File: config.mk
export PLATFORM = sky130hd
export DESIGN_NAME = uart_apb_sequencer
export DESIGN_NICKNAME = d
export VERILOG_FILES = /design/src/rtl/uart_apb_sequencer.sv
export SDC_FILE = /design/constraint.sdc
export NUM_CORES = 1
export LEC_CHECK = 0
export ABC_CLOCK_PERIOD_IN_PS = 2300
export BUFFER_PORTS_ARGS = -buffer_cell sky130_fd_sc_hd__buf_2
export CORE_UTILIZATION = 40
export DETAILED_ROUTE_END_ITERATION = 16
export PLACE_DENSITY_LB_ADDON = 0.05
export SLEW_MARGIN = 20
export SYNTH_ARGS = -nofsm -noshare
export SYNTH_HDL_FRONTEND = slang
export SYNTH_SLANG_ARGS = --single-unit
File: constraint.sdc
create_clock -name clk -period 2.3 [get_ports clk]
set_clock_uncertainty 0.2 [all_clocks]
set_input_delay 0.23 -clock clk [delete_from_list [all_inputs] [get_ports clk]]
set_output_delay 0.23 -clock clk [all_outputs]
set_load 0.1 [all_outputs]
File: src/rtl/uart_apb_sequencer.sv
// rtl/uart_apb_sequencer.sv - APB master that configures the UART receiver and streams received bytes to the host
module uart_apb_sequencer #(
    parameter int POLL_GAP = 4
) (
    input  logic        clk,
    input  logic        n_rst,
    input  logic        start,
    input  logic        stop,
    input  logic [13:0] cfg_bit_period,
    input  logic [3:0]  cfg_data_size,
    output logic        psel,
    output logic        penable,
    output logic        pwrite,
    output logic [2:0]  paddr,
    output logic [7:0]  pwdata,
    input  logic [7:0]  prdata,
    input  logic        pslverr,
    output logic [7:0]  rx_byte,
    output logic [1:0]  rx_err,
    output logic        rx_valid,
    input  logic        rx_ready,
    output logic        cfg_done,
    output logic        bus_err
);

    typedef enum logic [3:0] {
        S_IDLE, S_WR_BPL, S_WR_BPH, S_WR_DS, S_RD_STAT,
        S_RD_ERR, S_RD_DATA, S_DELIVER, S_WAIT, S_ERR
    } state_t;

    localparam int GW = (POLL_GAP > 1) ? $clog2(POLL_GAP) : 1;

    state_t        r_state;
    state_t        w_state_nxt;
    logic          r_phase;
    logic          w_phase_nxt;
    logic          w_start_ok;
    logic          w_xfer;
    logic          w_access;
    logic          w_gap_done;
    logic [GW-1:0] r_gap;
    logic [13:0]   r_bp;
    logic [3:0]    r_ds;
    logic [7:0]    r_rx_byte;
    logic [1:0]    r_rx_err;
    logic          r_bus_err;

    assign w_xfer     = r_state inside {S_WR_BPL, S_WR_BPH, S_WR_DS, S_RD_STAT, S_RD_ERR, S_RD_DATA};
    assign w_access   = w_xfer & r_phase;
    assign w_gap_done = (POLL_GAP <= 1) ? 1'b1 : (r_gap == GW'(POLL_GAP - 1));

    assign rx_byte  = r_rx_byte;
    assign rx_err   = r_rx_err;
    assign rx_valid = (r_state == S_DELIVER);
    assign cfg_done = r_state inside {S_RD_STAT, S_RD_ERR, S_RD_DATA, S_DELIVER, S_WAIT};
    assign bus_err  = r_bus_err;

    always_ff @(posedge clk or negedge n_rst) begin
        if (!n_rst) begin
            r_state <= S_IDLE;
            r_phase <= 1'b0;
        end else begin
            r_state <= w_state_nxt;
            r_phase <= w_phase_nxt;
        end
    end

    always_comb begin
        w_state_nxt = r_state;
        w_phase_nxt = 1'b0;
        w_start_ok  = 1'b0;
        psel        = 1'b0;
        penable     = 1'b0;
        pwrite      = 1'b0;
        paddr       = 3'd0;
        pwdata      = 8'h00;
        case (r_state)
            S_IDLE, S_ERR: begin
                if (start) begin
                    w_state_nxt = S_WR_BPL;
                    w_start_ok  = 1'b1;
                end
            end
            S_DELIVER: begin
                if (rx_ready) w_state_nxt = stop ? S_IDLE : S_WAIT;
            end
            S_WAIT: begin
                if (stop)            w_state_nxt = S_IDLE;
                else if (w_gap_done) w_state_nxt = S_RD_STAT;
            end
            default: begin
                psel        = 1'b1;
                penable     = r_phase;
                w_phase_nxt = ~r_phase;
                if (r_phase) begin
                    // A captured byte is always delivered; stop takes effect at the handshake.
                    if (pslverr)                          w_state_nxt = S_ERR;
                    else if (stop && r_state != S_RD_DATA) w_state_nxt = S_IDLE;
                    else begin
                        case (r_state)
                            S_WR_BPL:  w_state_nxt = S_WR_BPH;
                            S_WR_BPH:  w_state_nxt = S_WR_DS;
                            S_WR_DS:   w_state_nxt = S_RD_STAT;
                            S_RD_STAT: w_state_nxt = prdata[0] ? S_RD_ERR : S_WAIT;
                            S_RD_ERR:  w_state_nxt = S_RD_DATA;
                            S_RD_DATA: w_state_nxt = S_DELIVER;
                            default:   w_state_nxt = S_IDLE;
                        endcase
                    end
                end
            end
        endcase
        case (r_state)
            S_WR_BPL:  begin pwrite = 1'b1; paddr = 3'd2; pwdata = r_bp[7:0]; end
            S_WR_BPH:  begin pwrite = 1'b1; paddr = 3'd3; pwdata = {2'b00, r_bp[13:8]}; end
            S_WR_DS:   begin pwrite = 1'b1; paddr = 3'd4; pwdata = {4'h0, r_ds}; end
            S_RD_ERR:  paddr = 3'd1;
            S_RD_DATA: paddr = 3'd6;
            default:   ;
        endcase
    end

    always_ff @(posedge clk or negedge n_rst) begin
        if (!n_rst) begin
            r_bp      <= '0;
            r_ds      <= '0;
            r_rx_byte <= '0;
            r_rx_err  <= '0;
            r_bus_err <= 1'b0;
            r_gap     <= '0;
        end else begin
            if (w_start_ok) begin
                r_bp <= cfg_bit_period;
                r_ds <= cfg_data_size;
            end
            if (w_start_ok)                r_bus_err <= 1'b0;
            else if (w_access && pslverr)  r_bus_err <= 1'b1;
            if (w_access && !pslverr && r_state == S_RD_ERR)  r_rx_err  <= prdata[1:0];
            if (w_access && !pslverr && r_state == S_RD_DATA) r_rx_byte <= prdata;
            if (r_state == S_WAIT && !w_gap_done) r_gap <= r_gap + 1'b1;
            else                                  r_gap <= '0;
        end
    end

endmodule

==> summary.txt <==
GRT
  • First-pass GRT wire length: 8660 µm
  • Initial antenna violation count: 0
  • Total gr overflow: 0
  • Pin count of the biggest net entering global routing: 37
  • GRT Util Overall: 0.218
  • Vias in the first global route: 1836

Run status
  • Run status: complete, no violations

Timing
  • Final hold vios: 0
  • Worst-Margin Slew: 0.822 ns
  • Worst setup margin: 0.0594 ns
  • Fmax: 0.446 GHz
  • Setup violators final: 0
  • Setup TNS: 0 ns
  • RSZ-0062 raised after global routing: false
  • Slew headroom: 0.452
  • Min Clock Period, post-route: 2.24 ns
  • Final worst path period share: 0.974
  • Final Slew Violations: 0

Detailed routing
  • Drt total wl: 5320 µm
  • Initial DRC count: 83
  • First drt pass iteration count: 4
  • DR WL/cell: 16.1 µm
  • DRT antenna net count: 0
  • Remaining DRCs: 0
  • Vias per Instance: 5.17
  • Vias: 1705

CTS
  • Clock buffer depth: 2
  • Root Driver: clkbuf_8
  • TritonCTS clock tree: done
  • Worst skew pair latency: 0.28 ns
  • H-tree depth: 2
  • Cts bufs inserted: 5
  • Clock slew at reported path FFs: 0.08 ns
  • CTS Sinks: 36

Logic synthesis
  • Synth Area in Compound Gates: 0.131
  • Seq/Total Area, Yosys: 0.447
  • Asr flop ratio synth: 1.00
  • Yosys Warn Count: 0
  • Netlist Area Pre-Place: 2010 µm²
  • Share of cell area taken by muxes after synthesis: 0.211
  • Largest family of logic cells by synthesized area: multiplexers
  • Netlist cell types: 49
  • XOR/XNOR share of the synthesized area: 0.00435
  • Synthesized Nets: 206
  • Number of flops mapped to enable cells by yosys: 0
  • Cells after synthesis: 173
  • Post-synthesis adder-cell area fraction: 0.00621
  • Synth Register Bits: 36
  • Top_reg_cell synth: dfrtp_1
  • Post-Synth Simple-Gate Area: 0.152
  • Synth Area per Inst: 11.6 µm²

Placement
  • Final Wtd Congestion: 0.790
  • Post-Place Cells: 296
  • Port bufs: 58
  • Setup WS pre-CTS: 0.215 ns
  • Placement-stage cell area: 2660 µm²
  • Post-DP HPWL: 3860 µm

Floorplan
  • Horiz. Die Dim: 73.0 µm
  • Die footprint: 5320 µm²
  • Starting Density: 0.421
  • Io pins: 59
  • Cell Rows: 25
  • Core area: 4790 µm²
  • Die height: 73.0 µm

Cells and area
  • Area grow syn2layout: 52.2%
  • Most frequent cells in the layout: buf_2 (43), dfrtp_1 (35), dlygate4sd3_1 (26)
  • Non-filler instance count after layout: 330
  • Ant. Diodes: 0
  • Proportion of layout cells with a drive suffix above 1: 0.517
  • Cell area after layout: 3070 µm²
  • Fill cells: 388
  • Fin nets: 295
  • Most common cell after layout, fill and taps aside: buf_2

Setup path
  • CP Max Fanout: 9
  • Critical Path RT: 1.87 ns
  • Slowest CP cell: dfrtp_2
  • WP data arrival: 1.81 ns
  • Worst Setup Path Type: reg2out
  • Crit-path max cell delay: 0.49 ns
  • FF-to-FF End: r_bp[9]
  • Critical Path End Type: output pin
  • Reg-to-reg slack, setup: 0.18 ns
  • Cells along the critical path: buf_4, mux2_2, a22oi_1, nor2_4, buf_12
  • Critical Path Start Type: flip-flop
  • Worst R2R Path Depth: 5
  • Start of the worst register-to-register path: r_state[2]

Min path
  • Worst Hold Path EP: rx_byte[0]
  • HP Class: in2reg
  • Min-delay src: prdata[0]
  • Min-Delay Path Depth: 2

Run
  • Max cap viols: 0
-- how the worst max path moves through the flow --
stage                     startpoint         end  slack [ns]  cells past startpoint
after global routing      r_state[0]   pwdata[3]       0.005                      5
final                     r_state[0]   pwdata[3]        0.06                      5
after detailed placement  r_state[0]  r_state[2]        0.21                      5
after floorplan           r_state[3]   pwdata[0]       -0.32                      5
after global placement    r_state[0]  r_state[2]        0.21                      5
after CTS                 r_state[0]   pwdata[3]        0.06                      5
-- cell type report --
type	instances	area [µm²]	area share
multi-input cells	120	1100	0.358
inverters	6	26.3	0.00857
clock inverters	1	30.0	0.00979
clock buffers	7	96.3	0.0314
well taps	67	83.8	0.0273
flip-flops and latches	36	902	0.294
repair buffers	93	831	0.271
-- flip-flops by register name, indices dropped and copies added, names as in the netlist --
signal,cells
bus_err,1
r_bp,14
r_ds,4
r_gap,2
r_phase,1
r_state,4
rx_byte,8
rx_err,2
-- cell usage after synthesis (2+ instances only) --
library cell  number  area [µm²]
nand2_2            2        12.5
nor3_1             3        15.0
a22oi_1            6        45.0
a21oi_1            6        30.0
dfrtp_1           36         901
mux2_4            11         165
o2bb2ai_1          2        17.5
nor4b_1            2        17.5
buf_6              4        45.0
or3_1              2        12.5
inv_1              5        18.8
o21a_1             2        15.0
clkbuf_1           2        7.51
buf_2              4        20.0
and3_1             3        18.8
nand2_1            8        30.0
o21ai_0            3        15.0
nand2b_1           4        25.0
nor2_1            16        60.1
mux2_2            23         259
-- cells by family after synthesis --
family | Yosys count
AND/OR/NAND/NOR | 52
flip-flops | 36
XOR/XNOR | 1
buffers and inverters | 17
multiplexers | 34
adder cells (fa/ha/maj) | 1
AO/OA/AOI/OAI | 32
-- metal layers --
metal / up-vias / routed length [µm] / global-route usage
met2: 50 / 2700 / 0.364
met5: - / 0 / 0
met4: 0 / 85 / 0.105
met1: 841 / 2320 / 0.276
li1: 804 / - / -
met3: 10 / 218 / 0.0359
-- per-stage QoR --
step,hold WS [ns],utilization
floorplan,-0.266,-
global placement,0.154,0.555
detailed placement,0.176,0.555
CTS,0.0732,0.641
global route,0.0901,0.641
finish,0.0819,0.641
-- worst max-delay path: cells and delay by family (launching register included) --
family,cells,cell delay (ns)
muxes,1,0.34
DFF,1,0.49
buffers and inverters,2,0.36
AOI/OAI and AO/OA,1,0.27
and+or+nand+nor,1,0.07
-- what timing repair did --
item                                   4_1_cts  5_1_grt
setup buffers                                0        0
hold buffers                                26        0
endpoints found under the hold margin       62        0
resized for setup                            5        0
setup endpoints to repair                    8        0
Power is not shown: default switching activity piles up to over one toggle a cycle in this logic, so the estimate is an artifact.
